**src/rtl/spike_event_logger_pkg.sv**
```systemverilog
// Shared definitions for the spike event logger.
// Entry layout helpers and neuron mask encodings.
package spike_event_logger_pkg;

  localparam int TS_LSB = 0;

  localparam logic [1:0] MASK_A = 2'b01;
  localparam logic [1:0] MASK_B = 2'b10;

  function automatic int entry_w(input int ts_w);
    return ts_w + 3;
  endfunction

  function automatic int mask_lsb(input int ts_w);
    return ts_w;
  endfunction

  function automatic int marker_bit(input int ts_w);
    return ts_w + 2;
  endfunction

endpackage

```
**src/rtl/sync_fifo_sa.sv**
```systemverilog
// Show-ahead FIFO with occupancy count and drop reporting.
// A push while full is only accepted if a pop frees a slot.
module sync_fifo_sa
  import spike_event_logger_pkg::*;
#(
  parameter int W     = 8,
  parameter int DEPTH = 8,
  parameter int AW    = $clog2(DEPTH),
  parameter int CW    = AW + 1
) (
  input  logic          clk,
  input  logic          reset_n,
  input  logic          push_i,
  input  logic [W-1:0]  data_i,
  input  logic          pop_i,
  output logic [W-1:0]  rd_data_o,
  output logic          rd_valid_o,
  output logic          full_o,
  output logic [CW-1:0] count_o,
  output logic          drop_o
);

  logic [W-1:0]  mem_q [DEPTH];
  logic [AW-1:0] rd_ptr_q;
  logic [AW-1:0] wr_ptr_q;
  logic [CW-1:0] count_q;
  logic          do_push;
  logic          do_pop;

  assign rd_valid_o = (count_q != '0);
  assign full_o     = (count_q == CW'(DEPTH));
  assign do_pop     = pop_i & rd_valid_o;
  assign do_push    = push_i & (~full_o | do_pop);
  assign drop_o     = push_i & full_o & ~do_pop;
  assign rd_data_o  = mem_q[rd_ptr_q];
  assign count_o    = count_q;

  always_ff @(posedge clk or negedge reset_n) begin
    if (!reset_n) begin
      for (int i = 0; i < DEPTH; i++) mem_q[i] <= '0;
      rd_ptr_q <= '0;
      wr_ptr_q <= '0;
      count_q  <= '0;
    end else begin
      if (do_push) begin
        mem_q[wr_ptr_q] <= data_i;
        wr_ptr_q        <= wr_ptr_q + 1'b1;
      end
      if (do_pop) rd_ptr_q <= rd_ptr_q + 1'b1;
      if (do_push && !do_pop)
        count_q <= count_q + 1'b1;
      else if (do_pop && !do_push)
        count_q <= count_q - 1'b1;
    end
  end

endmodule

```
**src/rtl/spike_event_logger.sv**
```systemverilog
// Timestamps pre/post spike edges and queues them for a host.
// Timebase wrap rides in-band as the entry marker bit.
module spike_event_logger
  import spike_event_logger_pkg::*;
#(
  parameter int TS_WIDTH   = 5,
  parameter int DEPTH      = 8,
  parameter int PRESCALE_W = 4,
  localparam int ENTRY_W   = entry_w(TS_WIDTH),
  localparam int CW        = $clog2(DEPTH) + 1
) (
  input  logic                  clk,
  input  logic                  reset_n,
  input  logic                  en,
  input  logic [PRESCALE_W-1:0] prescale,
  input  logic                  spike_a,
  input  logic                  spike_b,
  input  logic                  rd_req,
  input  logic                  clr_overflow,
  output logic [ENTRY_W-1:0]    rd_data,
  output logic                  rd_valid,
  output logic                  full,
  output logic                  overflow,
  output logic [CW-1:0]         count,
  output logic [TS_WIDTH-1:0]   ts_now
);

  logic                  spike_a_q;
  logic                  spike_b_q;
  logic                  arm_q;
  logic [PRESCALE_W-1:0] psc_q;
  logic [PRESCALE_W-1:0] psc_d;
  logic [TS_WIDTH-1:0]   ts_q;
  logic [TS_WIDTH-1:0]   ts_d;
  logic                  ovf_q;
  logic                  ovf_d;
  logic                  ev_a;
  logic                  ev_b;
  logic                  tick;
  logic                  wrap;
  logic [1:0]            mask;
  logic                  push;
  logic                  drop;
  logic [ENTRY_W-1:0]    entry;

  // arm_q keeps lines already high at reset release from counting as edges
  always_comb begin
    ev_a  = spike_a & ~spike_a_q & arm_q;
    ev_b  = spike_b & ~spike_b_q & arm_q;
    tick  = en & (psc_q == prescale);
    psc_d = psc_q;
    ts_d  = ts_q;
    if (en) psc_d = tick ? '0 : psc_q + 1'b1;
    if (tick) ts_d = ts_q + 1'b1;
    wrap  = tick & (&ts_q);
    mask  = (ev_a ? MASK_A : 2'b00) | (ev_b ? MASK_B : 2'b00);
    push  = en & ((|mask) | wrap);
    entry = '0;
    entry[marker_bit(TS_WIDTH)]       = wrap;
    entry[mask_lsb(TS_WIDTH) +: 2]    = mask;
    entry[TS_LSB +: TS_WIDTH]         = ts_q;
    ovf_d = ovf_q;
    if (clr_overflow) ovf_d = 1'b0;
    if (drop) ovf_d = 1'b1;
  end

  always_ff @(posedge clk or negedge reset_n) begin
    if (!reset_n) begin
      spike_a_q <= 1'b0;
      spike_b_q <= 1'b0;
      arm_q     <= 1'b0;
      psc_q     <= '0;
      ts_q      <= '0;
      ovf_q     <= 1'b0;
    end else begin
      spike_a_q <= spike_a;
      spike_b_q <= spike_b;
      arm_q     <= 1'b1;
      psc_q     <= psc_d;
      ts_q      <= ts_d;
      ovf_q     <= ovf_d;
    end
  end

  sync_fifo_sa #(
    .W     (ENTRY_W),
    .DEPTH (DEPTH)
  ) u_fifo (
    .clk        (clk),
    .reset_n    (reset_n),
    .push_i     (push),
    .data_i     (entry),
    .pop_i      (rd_req),
    .rd_data_o  (rd_data),
    .rd_valid_o (rd_valid),
    .full_o     (full),
    .count_o    (count),
    .drop_o     (drop)
  );

  assign overflow = ovf_q;
  assign ts_now   = ts_q;

endmodule

```
**config.mk**
```make
export PLATFORM = sky130hd
export DESIGN_NAME = spike_event_logger
export DESIGN_NICKNAME = d
export VERILOG_FILES = /design/src/rtl/spike_event_logger_pkg.sv /design/src/rtl/sync_fifo_sa.sv /design/src/rtl/spike_event_logger.sv
export SDC_FILE = /design/constraint.sdc
export NUM_CORES = 1
export LEC_CHECK = 0
export CAP_MARGIN = 20
export CORE_ASPECT_RATIO = 1.4
export CORE_UTILIZATION = 53
export DETAILED_ROUTE_END_ITERATION = 8
export MAX_ROUTING_LAYER = met4
export PLACE_DENSITY = 0.78
export SLEW_MARGIN = 20
export SYNTH_ARGS = -nofsm -noshare
export SYNTH_HDL_FRONTEND = slang
export SYNTH_SLANG_ARGS = --single-unit
```
**constraint.sdc**
```tcl
create_clock -name clk -period 3 [get_ports clk]
set_input_delay 0.45 -clock clk [delete_from_list [all_inputs] [get_ports clk]]
set_output_delay 0.45 -clock clk [all_outputs]
set_load 0.05 [all_outputs]
```
==> run summary <==
Max Fclk - 365 MHz
share of synthesized flip-flops with an asynchronous set or reset - 1.00
kind of start point of the critical path - flop
count of pins on the block boundary - 31
wire length per cell after detailed routing - 19.0 um
post-route cell area - 4960 um^2
CTS H-tree depth - 3
Synth-to-Final Area Change - 16.8%
setup repair after global routing missed its margin - no
Total Routed Length - 8.74 mm
share of cells above drive strength 1 - 0.390
fillers - 593
Tightest Hold Check Type - in -> async
slew at the pin closest to its max-slew limit - 845 ps
number of enable flip-flop cells after synthesis - 0
Post-Route Utilization - 0.640
sequence of cells on the critical path - ha_1, and3_1, ha_1, nand2_1, inv_1, a21oi_4, nor2_1, ha_2, inv_1, ha_1, a21o_1, a21oi_2, xnor2_1, nor2_1, xor2_1
count of vias placed by the detailed router - 2,664
total iterations of the first detailed-routing run - 6
largest area contributor in the synthesized netlist - sky130_fd_sc_hd__dfrtp_1
count of unresolved DRC violations after routing - 0
source of the worst register-to-register timing path - ts_now[1]
reg-to-reg slack, setup - 260 ps
most used cell, CP - sky130_fd_sc_hd__ha_1
worst-case clock skew - 4.99 ps
Mapped Nets - 327
classification of the worst setup path - reg -> reg
net count reported at finish - 375
Ys Warns - 0
per-cell via count in the routed design - 5.80
gr usage total - 0.247
post-synthesis average cell area - 13.8 um^2
violation count after the first detailed-routing iteration - 198
clock tree sinks - 87
arrival time worst endpoint - 2980 ps
most frequently used flop master after synthesis - sky130_fd_sc_hd__dfrtp_1
Clk Latency, worst-skew pair - 360 ps
crit path time final - 2740 ps
Gate Count Post-Synth - 307
hold violation total from the final report - 0
number of buffers inserted for hold repair after clock tree synthesis - 0
buffers added on ports - 30
share of total power consumed by net switching - 0.386
IR Drop Worst-Case VDD - 0.000702 V
pin count of the biggest net entering global routing - 59
Cell Area, Synth - 4250 um^2
data required time at the worst endpoint - 3240 ps
Distinct cells, synth - 42
most common library cells after synthesis - sky130_fd_sc_hd__dfrtp_1, sky130_fd_sc_hd__mux2_2, sky130_fd_sc_hd__mux4_2, sky130_fd_sc_hd__o21ai_0, sky130_fd_sc_hd__mux2_4
placeable core area - 7750 um^2
Die Wd - 77.7 um
Psw - 0.00175 W
max-slew violation count - 0
flip-flop and latch count after synthesis - 87
Setup crit end kind - flop
number of buffers created by CTS - 9
stage delay of the slowest cell on the critical path - 430 ps
standard cell area after detailed placement - 4750 um^2
Clock Root Buffer - sky130_fd_sc_hd__clkbuf_8
standby leakage power - 2.32 nW
final global-route overflow total - 0
total power - 0.00454 W
number of antenna violations at the first check in global routing - 0
power density relative to cell area - 915 nW/um^2
Antenna Diode Count - 0
post-detailed-route count of antenna-violating nets - 0
Placement Rows - 38
fraction of power consumed by the clock network - 0.181
Worst R2R Path Depth - 15
cell with the largest stage delay on the worst path - sky130_fd_sc_hd__dfrtp_2
maximum fanout along the worst path - 4
run status - complete, no violations
leading post-synthesis cells by cell area - sky130_fd_sc_hd__dfrtp_1, sky130_fd_sc_hd__mux2_2, sky130_fd_sc_hd__mux4_2
Worst-path clk slew - 80 ps
worst flop-to-flop path endpoint - u_fifo.count_o[3]
clock tree from TritonCTS - built
area share of the leading cell type in the synthesized netlist - 0.512
Internal Dissipation - 0.00279 W
Initial Utilization - 0.548
leading cell type by number of instances after synthesis - sky130_fd_sc_hd__dfrtp_1
first-pass GRT wire length - 14.8 mm
sequential fraction of the synthesis area - 0.512
vias in the first global route - 2,882
HPWL after detailed placement - 6.02 mm
max-cap check violation count - 0
routability congestion estimate - 0.818
Seq pwr share - 0.408
Setup-failing EPs final - 0
accumulated negative setup slack - 0 ps
worst-case headroom to the max-slew limit - 0.437
height of the die - 108 um
area of the die - 8380 um^2
Comb power frac - 0.411
post-route fraction of the period consumed by the critical path - 0.913
maximum root-to-sink buffer count - 2
## metal layers
metal,share of wire,GRT usage,wire length (um),vias up
met1,0.42,0.291,3630,1371
li1,-,-,-,1206
met4,0.026,0.133,229,0
met5,0,-,0,-
met2,0.53,0.412,4600,68
met3,0.032,0.0321,277,19
## worst max path at each step
| stage | cells after the start | from | slack, ps | endpoint |
|---|---|---|---|---|
| 3_5_place_dp | 14 | prescale[2] | -100 | u_fifo.count_o[3] |
| 6_report | 15 | ts_now[1] | 260 | u_fifo.count_o[3] |
| 5_1_grt | 14 | prescale[2] | 60 | u_fifo.count_o[3] |
| 4_1_cts | 15 | ts_now[1] | 140 | u_fifo.count_o[3] |
| 3_3_place_gp | 14 | prescale[2] | 4 | u_fifo.count_o[3] |
| 2_1_floorplan | 12 | u_fifo.count_o[2] | 10 | u_fifo.count_o[3] |
## power by group through the flow
stage	logic, W	clock network (W)	registers [W]
after floorplan	0.00134	0	0.00184
after global placement	0.00180	0	0.00187
after detailed placement	0.00184	0	0.00188
after CTS	0.00185	0.000840	0.00187
after global routing	0.00200	0.000884	0.00191
final	0.00187	0.000820	0.00185
## metrics by stage
step / setup slack, ps / hold WS, ps / std cells
floorplan: 12.6 / 154 / 307
global placement: 4.37 / 466 / 442
detailed placement: -99.4 / 473 / 442
CTS: 144 / 168 / 457
global route: 61.2 / 198 / 459
finish: 261 / 148 / 459
## cell type report
cell class,instances,area (um^2),area share
multi-input cells,189,1940,0.391
flip-flops and latches,87,2190,0.441
well taps,100,125,0.0252
inverters,13,48.8,0.00984
clock inverters,4,45.0,0.00908
clock buffers,11,151,0.0305
repair buffers,55,465,0.0938
## logic make-up after synthesis
kind of cell,Yosys count,synth area share
DFF,87,0.512
AOI/OAI and AO/OA,45,0.0701
muxes,70,0.241
and+or+nand+nor,47,0.0789
xor gates and xnor gates,17,0.0350
buffers and inverters,31,0.0336
adders and majority gates,9,0.0283
other,1,0.000883
## cells in the final DEF, fill, tap and decap left out, drive strengths merged, types with 2 or more instances in the layout
| master | instances |
|---|---|
| o21ai | 16 |
| a21oi | 4 |
| nor2b | 2 |
| nand4 | 6 |
| dfrtp | 87 |
| buf | 34 |
| o2bb2ai | 8 |
| inv | 13 |
| mux2 | 53 |
| nand2 | 14 |
| xnor2 | 7 |
| nor2 | 6 |
| and2 | 2 |
| ha | 8 |
| xor2 | 10 |
| clkdlybuf4s50 | 21 |
| nand3b | 3 |
| clkinv | 3 |
| nor3b | 2 |
| o31ai | 3 |
| nor3 | 3 |
| clkbuf | 11 |
| nand3 | 3 |
| o22ai | 9 |
| a21o | 4 |
| mux4 | 16 |
## sequential cells by signal, indices dropped and copies added, names as in the netlist
register	count
spike_a_q	1
u_fifo.mem_q	64
u_fifo.wr_ptr_q	3
u_fifo.rd_ptr_q	3
overflow	1
arm_q	1
ts_now	5
u_fifo.count_o	4
psc_q	4
spike_b_q	1
## worst max-delay path: cells and delay by family (launching register included)
| kind | cells | cell delay, ps |
|---|---|---|
| AO/OA/AOI/OAI | 3 | 480 |
| AND/OR/NAND/NOR | 4 | 420 |
| flip-flops | 1 | 430 |
| XOR/XNOR | 2 | 270 |
| adder cells (fa/ha/maj) | 4 | 800 |
| buffers and inverters | 2 | 210 |
## repair_timing
action                                  4_1_cts  5_1_grt
setup buffers                                 0        2
resized for setup                             0        0
endpoints found under the setup margin        0        1
Power figures use the tool's default switching activity.
==> edit 1, RTL diff (same settings) <==
Register the output `count`, cleared by the reset; this adds one clock of latency there. The other outputs are not delayed to match.
--- a/src/rtl/spike_event_logger.sv
+++ b/src/rtl/spike_event_logger.sv
@@ -24,6 +24,8 @@
   output logic [CW-1:0]         count,
   output logic [TS_WIDTH-1:0]   ts_now
 );
+
+  logic [CW-1:0] count_d;
 
   logic                  spike_a_q;
   logic                  spike_b_q;
@@ -94,12 +96,20 @@
     .rd_data_o  (rd_data),
     .rd_valid_o (rd_valid),
     .full_o     (full),
-    .count_o    (count),
+    .count_o    (count_d),
     .drop_o     (drop)
   );
 
   assign overflow = ovf_q;
   assign ts_now   = ts_q;
 
+  always_ff @(posedge clk or negedge reset_n) begin
+    if (!reset_n) begin
+      count <= '0;
+    end else begin
+      count <= count_d;
+    end
+  end
+
 endmodule
 
Behaviour: not the same (Yosys sat finds a counterexample within 4 cycles, from zero or initial values and one cycle with reset_n low).
==> edit 1 against the original RTL <==
Worst setup slack got worse by 0.051 ns. Area after synthesis fell by 2.1%. Final area fell by 2.0%. Synthesized cell count increased by 0.65%. Sequential cell count rose by 4. Non-clock buffer count is 9 lower. Power fell by 1.8%. Final cell count decreased by 2.0%. Routed wire length rose by 5.6%.
==> edit 1: results (changes against the original RTL) <==
GRT
  • Vias in the first global route: 2873 (-0.31%)
  • Met1 global-route usage: 31.7% (+2.6 points)

Drt
  • WL met2: 4.85 mm (+5.4%)
  • Met1 WL: 3.57 mm (-1.7%)
  • Metal3 WL: 467 µm (+69%)
  • Vias: 2752 (+3.3%)
  • Drt wl/cell: 20.5 µm (+7.7%)
  • Initial DRT Pass Iterations: 4 (-2)
  • Vias per inst: 6.12 (+5.4%)

Yosys
  • Register area share after synthesis: 54.8% (+3.5 points)
  • Ranking of synthesized cells by area: dfrtp_1 55%, o2bb2ai_1 12%, mux4_2 8.7%, mux2_2 3.5%, ha_1 2.4%
  • Synth top cells by count: 91 x dfrtp_1, 57 x o2bb2ai_1, 18 x o21ai_0

Critical path
  • Worst R2R Path Depth: 12 (-3)
  • Slowest stage delay, CP: 0.81 ns (+0.38 ns)
  • CP Max Fanout: 6 (+2)

Placement
  • Post-DP Area: 4660 µm² (-1.9%)
  • Pre-CTS setup slack: 0.0231 ns (+0.122 ns)
  • Final Wtd Congestion: 0.820 (+0.23%)
  • DP Cell Count: 434 (-1.8%)

STA
  • Max_slew headroom: 41.8% (-1.9 points)
  • Worst Clk Skew: 0.00622 ns (+0.00123 ns)

Final layout
  • Fill count: 573 (-3.4%)
  • Final #Nets: 368 (-1.9%)

Pwr
  • Max VDD drop: 0.723 mV (+3.1%)

Status
  • Run status: finished, final reports clean
edit 1: cell count changes in the layout (fill, tap and decap cells not counted), moves of 4 or more:
cell / change
inv_1: -7
xor2_1: -4
mux2_2: -25
o22ai_1: -9
o2bb2ai_1: +49
buf_4: -10
nand3_1: +7
or3_1: +4
xnor2_1: +4
dfrtp_1: +9
mux2_4: -15
dfrtp_2: -5
edit 1: final cells by class:
cell class / instances / share of cell area (%)
Clock buffer: 12 / 3.19
Clock inverter: 4 / 1.00
Inverter: 7 / 0.540
Multi-Input combinational cell: 193 / 37.4
Sequential cell: 91 / 46.9
Tap cell: 97 / 2.50
Timing Repair Buffer: 46 / 8.44
edit 1: power groups by stage:
| stage | combinational [mW] | clock [mW] | sequential [mW] |
|---|---|---|---|
| detailed placement | 1.72 | 0 | 1.92 |
| floorplan | 1.17 | 0 | 1.93 |
| global route | 1.82 | 0.911 | 1.96 |
| global placement | 1.68 | 0 | 1.90 |
| finish | 1.70 | 0.849 | 1.90 |
| CTS | 1.72 | 0.863 | 1.90 |
edit 1: path summary, 6_finish.rpt:
path / to / start / slack (ns)
setup reg to reg: u_fifo.count_o[3] / u_fifo.count_o[0] / 0.25
max in group asynchronous: u_fifo.mem_q[40] / reset_n / 2.23
hold / removal: count[3] / reset_n / 0.13
setup / recovery: full / u_fifo.count_o[0] / 0.21
min in group clk: count[3] / u_fifo.count_o[3] / 0.46
hold reg to reg: count[3] / u_fifo.count_o[3] / 0.46
edit 1: cells by family after synthesis:
kind of cell / after synthesis / share of synthesized area [%]
DFF: 91 / 54.8
AOI/OAI and AO/OA: 82 / 16.2
and+or+nand+nor: 54 / 7.43
muxes: 30 / 12.5
buffers and inverters: 25 / 2.56
xor gates and xnor gates: 17 / 3.58
adders and majority gates: 9 / 2.89
other: 1 / 0.0902
==> edit 2, RTL diff (same settings) <==
Made on the original files. The parameter `PRESCALE_W` goes from 4 to 3.
--- a/src/rtl/spike_event_logger.sv
+++ b/src/rtl/spike_event_logger.sv
@@ -5,7 +5,7 @@
 #(
   parameter int TS_WIDTH   = 5,
   parameter int DEPTH      = 8,
-  parameter int PRESCALE_W = 4,
+  parameter int PRESCALE_W = 3,
   localparam int ENTRY_W   = entry_w(TS_WIDTH),
   localparam int CW        = $clog2(DEPTH) + 1
 ) (
Interface: changed (resized prescale); port bits go from 31 to 30. No check against the original RTL was run, so the function may have changed too.
==> edit 2 against the original RTL <==
Worst hold slack lost 0.0030 ns. Area after synthesis grew 3.7%. Routed wire length shrank 2.2%. Worst setup slack lost 0.16 ns. Clock power grew 51%. Sequential cell count shrank 1. First-iteration DRC count shrank 28%. Final area grew 4.2%. Fmax shrank 5.4%. Power grew 5.4%. Register-to-register slack lost 0.03 ns.
==> edit 2: results (changes against the original RTL) <==
Yosys
  • Cell variety after synth: 41 (-2.4%)
  • Mapped Nets: 300 (-8.3%)
  • Compound-cell area share of the yosys netlist: 6.53% (-0.48 points)
  • Synth top cells by count: 86 x dfrtp_1, 55 x mux2_4, 16 x mux4_2
  • Ranking of synthesized cells by area: dfrtp_1 49%, mux2_4 19%, mux4_2 8.2%, mux2_1 2.8%, mux2_2 2.8%
  • XOR/XNOR Fraction of Synth Area: 2.78% (-0.72 points)
  • Register area share after synthesis: 48.8% (-2.4 points)
  • Multiplexer share of the synthesized area: 33.0% (+8.9 points)
  • Syn Area/Cell: 15.7 µm² (+13%)
  • Adder-cell share of the synthesized area: 2.72% (-0.10 points)

GRT
  • First-pass GRT wire length: 14.1 mm (-4.9%)
  • M2 GR Usage: 37.0% (-4.1 points)
  • Tot GR Track Use: 23.3% (-1.4 points)
  • Vias in the first global route: 2573 (-11%)
  • Antenna violations before repair: 0 (unchanged)
  • Met1 global-route usage: 29.4% (+0.26 points)
  • Pin count of the biggest net entering global routing: 57 (-3.4%)
  • M3 GR Usage: 3.82% (+0.61 points)

Critical path
  • CP Max Fanout: 9 (+5)
  • Slowest stage delay, CP: 0.79 ns (+0.36 ns)
  • FF-to-FF setup slack: 0.23 ns (-0.03 ns)
  • Critical path origin: u_fifo.count_o[0]
  • CP top delay family: buffers and inverters
  • Crit-path slowest cell: clkdlybuf4s50_1
  • Worst R2R Path Depth: 10 (-5)
  • CP arrival: 2.44 ns (-0.54 ns)

Pwr
  • Power Clock: 1.24 mW (+51%)
  • Max VDD drop: 0.586 mV (-17%)
  • Switch share: 34.8% (-3.8 points)
  • Sequential Power Share: 37.1% (-3.7 points)
  • Leakage: 2.33 nW (+0.36%)
  • Combinational share of power: 37.0% (-4.1 points)

Final layout
  • P&R area growth vs syn: 17.3%
  • Fill count: 635 (+7.1%)
  • Share of cells above drive strength 1: 44.1% (+5.1 points)

Drt
  • Met1 WL: 3.66 mm (+0.80%)
  • Vias per inst: 5.72 (-1.4%)
  • Drt wl/cell: 20.2 µm (+5.9%)
  • Metal3 WL: 257 µm (-7.2%)
  • WL met2: 4.42 mm (-3.9%)
  • Max layer used: met4
  • Drt total wl: 8.55 mm (-2.2%)
  • Initial DRT Pass Iterations: 4 (-2)

Flow run
  • Max-capacitance violation count: 0 (unchanged)

CTS
  • Worst-path clk slew: 0.06 ns (-0.02 ns)
  • Cts bufs inserted: 9 (unchanged)
  • CTS root buffer: clkbuf_16

Placement
  • Pre-CTS setup slack: 0.0793 ns (+0.179 ns)
  • DP Cell Count: 408 (-7.7%)
  • Post-DP Area: 4830 µm² (+1.8%)
  • Final Wtd Congestion: 0.760 (-7.0%)
  • HPWL Detailed: 5.63 mm (-6.5%)
  • Port-buffer cells: 29 (-3.3%)

STA
  • Max_slew headroom: 39.5% (-4.2 points)
  • Hold_ws: 0.145 ns (-0.00305 ns)
  • Worst Clk Skew: 0.00504 ns (+0.0000511 ns)

Status
  • Run status: finished, final reports clean
edit 2: changes by cell type in the layout (fill, tap and decap cells not counted), sizes merged, moves of 4 or more:
| cell | delta |
|---|---|
| o2bb2ai | -8 |
| xor2 | -6 |
| buf | -11 |
| mux2 | +24 |
| o21ai | -13 |
| inv | -8 |
| o22ai | -8 |
| o2111ai | +4 |
| nand4 | -4 |
| a21oi | +5 |
| nand2 | -7 |
edit 2: final cells by class:
cell class                 instances  share of cell area [%]
inverter                           5                   0.363
tap                              102                    2.47
multi-input combinational        172                    41.7
clock buffer                      13                    5.23
sequential                        86                    41.7
timing repair buffer              43                    7.21
clock inverter                     3                    1.26
edit 2: logic make-up (layout without fill, tap and decap cells):
kind of cell,Yosys count,after routing
other,1,1
XOR/XNOR,14,14
flip-flops,86,86
buffers and inverters,23,64
multiplexers,95,95
AND/OR/NAND/NOR,29,29
adder cells (fa/ha/maj),9,9
AO/OA/AOI/OAI,24,24
edit 2: worst max path at each step:
| stage | endpoint | slack [ns] | depth (start not counted) |
|---|---|---|---|
| finish | full | 0.11 | 4 |
| global route | u_fifo.count_o[3] | 0.02 | 13 |
| CTS | full | 0.09 | 4 |
| detailed placement | u_fifo.count_o[3] | 0.08 | 11 |
| global placement | u_fifo.count_o[3] | 0.22 | 11 |
| floorplan | u_fifo.count_o[3] | 0.02 | 14 |
edit 2: worst reg2reg max path: cells and delay by family (launching register included):
| family | cells | cell delay [ns] |
|---|---|---|
| AO/OA/AOI/OAI | 4 | 0.70 |
| flip-flops | 1 | 0.46 |
| XOR/XNOR | 1 | 0.13 |
| buffers and inverters | 1 | 0.13 |
| multiplexers | 1 | 0.24 |
| AND/OR/NAND/NOR | 1 | 0.58 |
| adder cells (fa/ha/maj) | 2 | 0.45 |
